File: config.mk
export PLATFORM = sky130hd
export DESIGN_NAME = mem_port_arbiter_flat
export DESIGN_NICKNAME = d
export VERILOG_FILES = /design/src/rtl/mem_port_arbiter_if.sv /design/src/rtl/mem_port_arbiter.sv /design/src/flat_wrapper.sv
export SDC_FILE = /design/constraint.sdc
export NUM_CORES = 1
export LEC_CHECK = 0
export BUFFER_PORTS_ARGS = -buffer_cell sky130_fd_sc_hd__buf_4
export CAP_MARGIN = 20
export CORE_MARGIN = 8
export CORE_UTILIZATION = 46
export CTS_CLUSTER_SIZE = 40
export DETAILED_ROUTE_END_ITERATION = 6
export GPL_TIMING_DRIVEN = 0
export PLACE_DENSITY = 0.81
export SETUP_SLACK_MARGIN = 0.5
export SYNTH_ARGS = -nofsm -noshare
export SYNTH_HDL_FRONTEND = slang
export SYNTH_SLANG_ARGS = --single-unit
File: constraint.sdc
create_clock -name g_clk -period 2.7 [get_ports g_clk]
set_input_delay 0.54 -clock g_clk [delete_from_list [all_inputs] [get_ports g_clk]]
set_output_delay 0.54 -clock g_clk [all_outputs]
set_load 0.02 [all_outputs]
File: src/rtl/mem_port_arbiter_if.sv
`default_nettype none
// ============================================================================
// Module      : mem_port_arbiter_if
// Description : Requester and RAM-side signal bundle for mem_port_arbiter.
// Revision    : 1.0 - initial release
// ============================================================================
interface mem_port_arbiter_if #(
    parameter int D_WIDTH = 8,
    parameter int A_WIDTH = 8
);
    logic               i_req;
    logic [A_WIDTH-1:0] i_addr;
    logic               i_grant;
    logic               i_odv;
    logic [D_WIDTH-1:0] i_data;
    logic               d_req;
    logic               d_we;
    logic [A_WIDTH-1:0] d_addr;
    logic [D_WIDTH-1:0] d_wdata;
    logic               d_grant;
    logic               d_odv;
    logic [D_WIDTH-1:0] d_rdata;
    logic [A_WIDTH-1:0] mem_addr;
    logic               mem_re;
    logic               mem_we;
    logic [D_WIDTH-1:0] mem_wdata;
    logic [D_WIDTH-1:0] mem_rdata;
    logic               busy;

    // Arbiter side
    modport slave (
        input  i_req, i_addr, d_req, d_we, d_addr, d_wdata, mem_rdata,
        output i_grant, i_odv, i_data, d_grant, d_odv, d_rdata,
               mem_addr, mem_re, mem_we, mem_wdata, busy
    );

    // Requesters and RAM side
    modport master (
        output i_req, i_addr, d_req, d_we, d_addr, d_wdata, mem_rdata,
        input  i_grant, i_odv, i_data, d_grant, d_odv, d_rdata,
               mem_addr, mem_re, mem_we, mem_wdata, busy
    );
endinterface
`default_nettype wire

File: src/rtl/mem_port_arbiter.sv
`default_nettype none
// ============================================================================
// Module      : mem_port_arbiter
// Description : Shares a single-port RAM between I-refill and D-access ports;
//               D has priority, a starvation counter forces I periodically.
// Revision    : 1.0 - initial release
// ============================================================================
module mem_port_arbiter #(
    parameter int D_WIDTH      = 8,
    parameter int A_WIDTH      = 8,
    parameter int RD_LAT       = 1,
    parameter int STARVE_LIMIT = 4
) (
    input  wire logic          g_clk,
    input  wire logic          g_clr,
    mem_port_arbiter_if.slave  bus
);

    typedef enum logic [1:0] {
        IDLE  = 2'd0,
        ISSUE = 2'd1,
        WAIT  = 2'd2,
        DONE  = 2'd3
    } state_t;

    localparam logic [3:0] c_starve_max = 4'(STARVE_LIMIT);
    localparam logic [1:0] c_lat_init   = 2'(RD_LAT - 1);

    state_t             state_q, state_d;
    logic [3:0]         starve_cnt_q, starve_cnt_d;
    logic [1:0]         lat_cnt_q, lat_cnt_d;
    logic [A_WIDTH-1:0] addr_q, addr_d;
    logic [D_WIDTH-1:0] wdata_q, wdata_d;
    logic               we_q, we_d;
    logic               owner_d_q, owner_d_d;   // 1 = D-side owns the access

    logic               w_pick_d;
    logic               w_i_grant, w_d_grant, w_i_odv, w_d_odv;
    logic               w_mem_re, w_mem_we;
    logic [A_WIDTH-1:0] w_mem_addr;
    logic [D_WIDTH-1:0] w_mem_wdata, w_i_data, w_d_rdata;

    always_ff @(posedge g_clk or posedge g_clr) begin
        if (g_clr) begin
            state_q      <= IDLE;
            starve_cnt_q <= '0;
            lat_cnt_q    <= '0;
            addr_q       <= '0;
            wdata_q      <= '0;
            we_q         <= 1'b0;
            owner_d_q    <= 1'b0;
        end else begin
            state_q      <= state_d;
            starve_cnt_q <= starve_cnt_d;
            lat_cnt_q    <= lat_cnt_d;
            addr_q       <= addr_d;
            wdata_q      <= wdata_d;
            we_q         <= we_d;
            owner_d_q    <= owner_d_d;
        end
    end

    always_comb begin
        state_d      = state_q;
        starve_cnt_d = starve_cnt_q;
        lat_cnt_d    = lat_cnt_q;
        addr_d       = addr_q;
        wdata_d      = wdata_q;
        we_d         = we_q;
        owner_d_d    = owner_d_q;
        w_pick_d     = 1'b0;
        w_i_grant    = 1'b0;
        w_d_grant    = 1'b0;
        w_i_odv      = 1'b0;
        w_d_odv      = 1'b0;
        w_mem_re     = 1'b0;
        w_mem_we     = 1'b0;
        w_mem_addr   = '0;
        w_mem_wdata  = '0;
        w_i_data     = '0;
        w_d_rdata    = '0;

        case (state_q)
            IDLE: begin
                // D wins unless I is pending and has waited out its quota
                w_pick_d = bus.d_req && (!bus.i_req || (starve_cnt_q < c_starve_max));
                if (w_pick_d) begin
                    state_d   = ISSUE;
                    owner_d_d = 1'b1;
                    addr_d    = bus.d_addr;
                    we_d      = bus.d_we;
                    wdata_d   = bus.d_wdata;
                    if (bus.i_req)
                        starve_cnt_d = (starve_cnt_q == c_starve_max) ? c_starve_max
                                                                      : starve_cnt_q + 4'd1;
                    else
                        starve_cnt_d = '0;
                end else if (bus.i_req) begin
                    state_d      = ISSUE;
                    owner_d_d    = 1'b0;
                    addr_d       = bus.i_addr;
                    we_d         = 1'b0;
                    wdata_d      = '0;
                    starve_cnt_d = '0;
                end
            end
            ISSUE: begin
                w_mem_addr  = addr_q;
                w_mem_wdata = wdata_q;
                w_mem_re    = !we_q;
                w_mem_we    = we_q;
                w_i_grant   = !owner_d_q;
                w_d_grant   = owner_d_q;
                if (we_q) begin
                    state_d = DONE;
                end else begin
                    state_d   = WAIT;
                    lat_cnt_d = c_lat_init;
                end
            end
            WAIT: begin
                w_mem_addr = addr_q;
                w_mem_re   = 1'b1;
                if (lat_cnt_q == 2'd0)
                    state_d = DONE;
                else
                    lat_cnt_d = lat_cnt_q - 2'd1;
            end
            DONE: begin
                w_i_odv = !owner_d_q;
                w_d_odv = owner_d_q;
                if (!we_q) begin
                    if (owner_d_q)
                        w_d_rdata = bus.mem_rdata;
                    else
                        w_i_data  = bus.mem_rdata;
                end
                state_d = IDLE;
            end
            default: state_d = IDLE;
        endcase
    end

    assign bus.i_grant   = w_i_grant;
    assign bus.d_grant   = w_d_grant;
    assign bus.i_odv     = w_i_odv;
    assign bus.d_odv     = w_d_odv;
    assign bus.i_data    = w_i_data;
    assign bus.d_rdata   = w_d_rdata;
    assign bus.mem_addr  = w_mem_addr;
    assign bus.mem_re    = w_mem_re;
    assign bus.mem_we    = w_mem_we;
    assign bus.mem_wdata = w_mem_wdata;
    assign bus.busy      = (state_q != IDLE);

endmodule
`default_nettype wire

File: src/flat_wrapper.sv
// flat-port wrapper written by rule: the top's interface ports become plain ports
module mem_port_arbiter_flat 
#(
    parameter int D_WIDTH      = 8,
    parameter int A_WIDTH      = 8,
    parameter int RD_LAT       = 1,
    parameter int STARVE_LIMIT = 4
)
  (g_clk, g_clr, bus_i_req, bus_i_addr, bus_d_req, bus_d_we, bus_d_addr, bus_d_wdata, bus_mem_rdata, bus_i_grant, bus_i_odv, bus_i_data, bus_d_grant, bus_d_odv, bus_d_rdata, bus_mem_addr, bus_mem_re, bus_mem_we, bus_mem_wdata, bus_busy);
  mem_port_arbiter_if #(.D_WIDTH(D_WIDTH), .A_WIDTH(A_WIDTH)) bus_i ();
  input  wire logic g_clk;
  input  wire logic g_clr;
  input wire logic [$bits(bus_i.i_req)-1:0] bus_i_req;
  input wire logic [$bits(bus_i.i_addr)-1:0] bus_i_addr;
  input wire logic [$bits(bus_i.d_req)-1:0] bus_d_req;
  input wire logic [$bits(bus_i.d_we)-1:0] bus_d_we;
  input wire logic [$bits(bus_i.d_addr)-1:0] bus_d_addr;
  input wire logic [$bits(bus_i.d_wdata)-1:0] bus_d_wdata;
  input wire logic [$bits(bus_i.mem_rdata)-1:0] bus_mem_rdata;
  output wire logic [$bits(bus_i.i_grant)-1:0] bus_i_grant;
  output wire logic [$bits(bus_i.i_odv)-1:0] bus_i_odv;
  output wire logic [$bits(bus_i.i_data)-1:0] bus_i_data;
  output wire logic [$bits(bus_i.d_grant)-1:0] bus_d_grant;
  output wire logic [$bits(bus_i.d_odv)-1:0] bus_d_odv;
  output wire logic [$bits(bus_i.d_rdata)-1:0] bus_d_rdata;
  output wire logic [$bits(bus_i.mem_addr)-1:0] bus_mem_addr;
  output wire logic [$bits(bus_i.mem_re)-1:0] bus_mem_re;
  output wire logic [$bits(bus_i.mem_we)-1:0] bus_mem_we;
  output wire logic [$bits(bus_i.mem_wdata)-1:0] bus_mem_wdata;
  output wire logic [$bits(bus_i.busy)-1:0] bus_busy;
  assign bus_i.i_req = bus_i_req;
  assign bus_i.i_addr = bus_i_addr;
  assign bus_i.d_req = bus_d_req;
  assign bus_i.d_we = bus_d_we;
  assign bus_i.d_addr = bus_d_addr;
  assign bus_i.d_wdata = bus_d_wdata;
  assign bus_i.mem_rdata = bus_mem_rdata;
  assign bus_i_grant = bus_i.i_grant;
  assign bus_i_odv = bus_i.i_odv;
  assign bus_i_data = bus_i.i_data;
  assign bus_d_grant = bus_i.d_grant;
  assign bus_d_odv = bus_i.d_odv;
  assign bus_d_rdata = bus_i.d_rdata;
  assign bus_mem_addr = bus_i.mem_addr;
  assign bus_mem_re = bus_i.mem_re;
  assign bus_mem_we = bus_i.mem_we;
  assign bus_mem_wdata = bus_i.mem_wdata;
  assign bus_busy = bus_i.busy;
  mem_port_arbiter #(.D_WIDTH(D_WIDTH), .A_WIDTH(A_WIDTH), .RD_LAT(RD_LAT), .STARVE_LIMIT(STARVE_LIMIT)) u_core (.g_clk(g_clk), .g_clr(g_clr), .bus(bus_i));
endmodule
Yosys cells after proc, flatten, opt, wreduce, memory -nomap -nowiden
Index checks and enable logic that the tools add are counted. W data, S select, Z words.

Input bits: 37. Flip-flop bits (word level): 26. Logic and storage cells: 65.

Multiplexer cells: 33. $add $sub $neg: 2. Reduce and logical (&&, ||, !) cells: 14. Order comparisons: 1. Eq/ne operators: 8.

Operators with widths (number): $mux W8 (12); $mux W4 (4); $mux W2 (5); $mux W1 (9); $pmux W2 S4 (1); $reduce_bool A2 Y1 (3); $add A4 B1 Y4 const B (1); $eq A2 B2 Y1 const B (2); $eq A4 B3 Y1 const B (1); $logic_not A2 Y1 (2); $lt A4 B3 Y1 const B (1); $ne A2 B2 Y1 const B (2); $pmux W2 S2 (1); $reduce_and A2 Y1 (2); $logic_not A1 Y1 (3); $ne A3 B2 Y1 const B (1); $reduce_and A3 Y1 (1); $eq A2 B1 Y1 const B (1); $ne A2 B1 Y1 const B (1); $pmux W1 S2 (1); $reduce_or A2 Y1 (1); $sub A2 B1 Y2 const B (1); $logic_and A1 B1 Y1 (1); $logic_or A1 B1 Y1 (1).

Logic depth before layout (Yosys ltp)
Word-level depth: 5. Mapped depth: 6. Gate-level depth less buffers: 5.

Worst setup path after synthesis
OpenSTA, ideal clock, no wires.

Path kind: reg-to-output. Start point: register u_core.state_q[1]. End point: output port bus_i_grant. Path slack: 0.943 ns. Buffers on the path: 1. Stages on the path, launching flop included: 5. Data required time: 2.160 ns. Arrival: 1.217 ns. Path through: dfrtp_1 -> inv_1 -> ha_1 -> clkbuf_1 -> nor2b_1.

Cells in the longest elaborated chain, start to end: 2.

Ends and longest elaborated chain: from (decl) (line mem_port_arbiter.sv:29) `state_t state_q, state_d;`; from (signal assigned) (line mem_port_arbiter.sv:53) `state_q <= state_d;`; $eq A2 B1 Y1 (line mem_port_arbiter.sv:83) `case (state_q)`; $mux W1 (line mem_port_arbiter.sv:83); to (decl) (line flat_wrapper.sv:20) `output wire logic [$bits(bus_i.i_grant)-1:0] bus_i_grant;`.

Every way passes these cells.

Worst setup path in the final report
Start point: register u_core.state_q[0]. End point: output port bus_mem_re.

Cells in the longest elaborated chain, start to end: 2. Elaborated cells between the ends (all ways): 3. Classes of those cells: eq/ne (2); mux (1).

Ends and longest elaborated chain: $eq A2 B2 Y1 / $eq A2 B1 Y1 (equally long branches) (line mem_port_arbiter.sv:83); $pmux W1 S2 (*) (line mem_port_arbiter.sv:83); to (decl) (line flat_wrapper.sv:27) `output wire logic [$bits(bus_i.mem_re)-1:0] bus_mem_re;`.

Every way passes the cells marked *; elsewhere a longest branch is shown, timed or not.

==> metrics.txt <==
Max FO, Critical Path 3; share of cells above drive strength 1 0.406; max-cap violations 0; Lkg Pwr 1.18 nW; Clock Power Share 0.070; vias per cell 5.05; Wirelength per Cell 14.8 um; met1 Use GR 0.170; crit share post-route 0.799; CP startpoint kind flip-flop; Die ar. 0.00552 mm2; DRC Markers 0; Initial Util 0.473; Num Clock Sinks 26; met3 Track Usage GR 0.0418; EDFF count, synth 0; TNS Setup 0 ns; Max Root-Sink Buffers 2; count of final max-slew check failures 0; RR Endpoint u_core.state_q[1]$_DFFE_PP0P_; Tightest Pin Transition ~0.51 ns; pwr/cell area 1010 mW/mm2; worst r2r src u_core.state_q[1]$_DFFE_PP0P_; Net Sw Power between 1 and 1.5 mW; Seq pwr share 0.273; Root Buffer clkbuf_4; worst vdd ir 490 uV; row count 21; Switching Fraction 0.441; Setup Viol. Count Final 0; Setup crit end kind output pin; remaining antenna violation count 0; dpl hpwl 3.36 mm; average size of a mapped cell approximately 9.0 um2; WL final roughly 4.5 mm; Synth cell types 31; largest net degree at the start of global routing 27; Die W 74.3 um; CTS buffer count 3; antenna violations before repair 0; Placeable Area 0.00331 mm2; Critical Path RT 2.16 ns; # port buffers 75; vias in the first global route ~1600; number of I/O pins between 70 and 80; Seq cells post-synth 26; fin crit period around 2.2 ns; first-pass GRT wire length 6.88 mm; final net count 303; sequential share of the synthesized area 0.416; TritonCTS clock tree yes; gr ovfl total 0; worst relative slew slack 0.656; status completed; Synth Warn # 0; Setup Crit Path Kind reg2out; RSZ-0062 raised after global routing yes; synthesized cell area 0.00157 mm2; Overall Power approximately 2.3 mW; Post-synth ARST share 1.00; DRT iter0 DRCs between 50 and 60; Post-Syn Nets roughly 220; drt pass-1 iters 4; # H-tree levels 1; Tot GR Track Use 0.158; Syn-to-layout area delta 44.8%; highest clock rate 0.464 GHz; Final Hold Fails 0; combinational power share 0.657; Power Internal 1.28 mW; gpl congestion 0.731; Worst Clk Skew 0.00223 ns; clock slew at reported path FFs about 0.13 ns; met2 usage 0.286; Die H 74.3 um; Vias 1525; most used routing layer met2; Min-Delay Path Class in2async; Post-Syn Instances approximately 170; R2R Setup Slk 1.08 ns; Main synth FF type dfrtp_1; cell depth of the worst flop-to-flop path 5; antenna cell count 0; WP data arrival 1.62 ns; clock latency on the worst-skew pair between 0.3 and 0.4 ns
[Yosys cell counts, types with 4 or more instances]
| cell type | count | area [um2] |
|---|---|---|
| clkbuf_1 | 4 | 15.0 |
| a22o_1 | 10 | 87.6 |
| o211ai_1 | 6 | 45.0 |
| dfrtp_1 | 26 | 651 |
| nand2_1 | 20 | 75.1 |
| and2_1 | 18 | 113 |
| inv_1 | 12 | 45.0 |
| ha_1 | 8 | 100 |
| nand2b_1 | 9 | 56.3 |
| nand4_1 | 9 | 56.3 |
| buf_2 | 5 | 25.0 |
| nor2_1 | 19 | 71.3 |
[placed cells by master, fill, tap and decap left out, types with 2 or more instances in the layout]
cell type / instances
inv_1: 10
buf_4: 79
inv_2: 2
nand2b_1: 9
nand2_1: 20
o211ai_2: 2
dfrtp_1: 26
o21ai_0: 2
and2_1: 18
a22o_1: 10
mux2_2: 2
buf_6: 3
nand3_1: 2
ha_1: 7
nor2_1: 19
buf_2: 7
clkbuf_4: 3
nor2b_1: 3
o21a_1: 2
o211ai_1: 6
nand4_1: 9
[worst max-delay path by stage]
stage,startpoint,end,slack (ns),depth (start not counted)
3_3_place_gp,u_core.state_q[1]$_DFFE_PP0P_,bus_mem_addr[1],0.71,5
5_1_grt,u_core.state_q[0]$_DFFE_PP0P_,bus_mem_re,0.47,5
6_report,u_core.state_q[0]$_DFFE_PP0P_,bus_mem_re,0.54,5
3_5_place_dp,u_core.state_q[0]$_DFFE_PP0P_,bus_mem_addr[4],0.67,5
2_1_floorplan,u_core.state_q[1]$_DFFE_PP0P_,bus_i_grant,0.94,4
4_1_cts,u_core.state_q[0]$_DFFE_PP0P_,bus_mem_addr[4],0.48,5
[worst max-delay path, stage by stage (launching register included)]
cell	delay (ns)
dfrtp_1	0.44
buf_4	0.15
ha_1	0.20
nor2b_1	0.15
o21a_1	0.20
buf_4	0.16
[cells by family after synthesis]
group           count (synthesis)  synth area share
fa+ha+maj                       8            0.0640
flops                          26             0.416
mux                             2            0.0144
buf+inv                        23            0.0687
simple gates                   85             0.282
compound gates                 29             0.155
[per-layer routing]
metal  up-vias  wire length (um)
met4         0                57
met3         5               412
met1       724              1730
li1        750                 -
met5         -                 0
met2        46              2260
[metrics by stage]
| step | setup WS [ns] | hold WS [ns] | area, um2 | cells | utilization |
|---|---|---|---|---|---|
| detailed placement | 0.668 | 0.472 | 2190 | 294 | 0.660 |
| floorplan | 0.943 | 0.448 | 1570 | 173 | - |
| global route | 0.472 | 0.249 | 2270 | 302 | 0.684 |
| finish | 0.543 | 0.235 | 2270 | 302 | 0.684 |
| global placement | 0.709 | 0.472 | 2190 | 294 | 0.660 |
| CTS | 0.480 | 0.419 | 2220 | 298 | 0.671 |
[area by class of cell]
cell class              instances  area [um2]
plain buffers                  11        72.6
multi-input cells             124         810
flip-flops and latches         26         651
well taps                      46        57.6
repair buffers                 80         608
fillers                       281        1040
inverters                      12        45.0
clock buffers                   3        22.5
[flip-flops by register name, indices dropped and copies added (netlist names)]
name / flops
u_core.we_q: 1
u_core.starve_cnt_q: 4
u_core.addr_q: 8
u_core.lat_cnt_q: 2
u_core.state_q: 2
u_core.wdata_q: 8
u_core.owner_d_q: 1
[timing repair]
action / CTS / global route
setup buffers: 1 / 3
setup endpoints to repair: 20 / 20
gates resized for setup: 4 / 8
hold buffers: 0 / 0
hold endpoints to repair: 0 / 0
[power by group through the flow]
stage	Sequential [mW]	Clock [mW]	Combinational, mW
finish	0.625	0.161	1.51
global route	0.642	0.182	1.64
CTS	0.621	0.166	1.45
detailed placement	0.632	0	1.42
global placement	0.623	0	1.39
floorplan	0.605	0	0.910
Note: power is estimated with default switching activity, not from simulation.
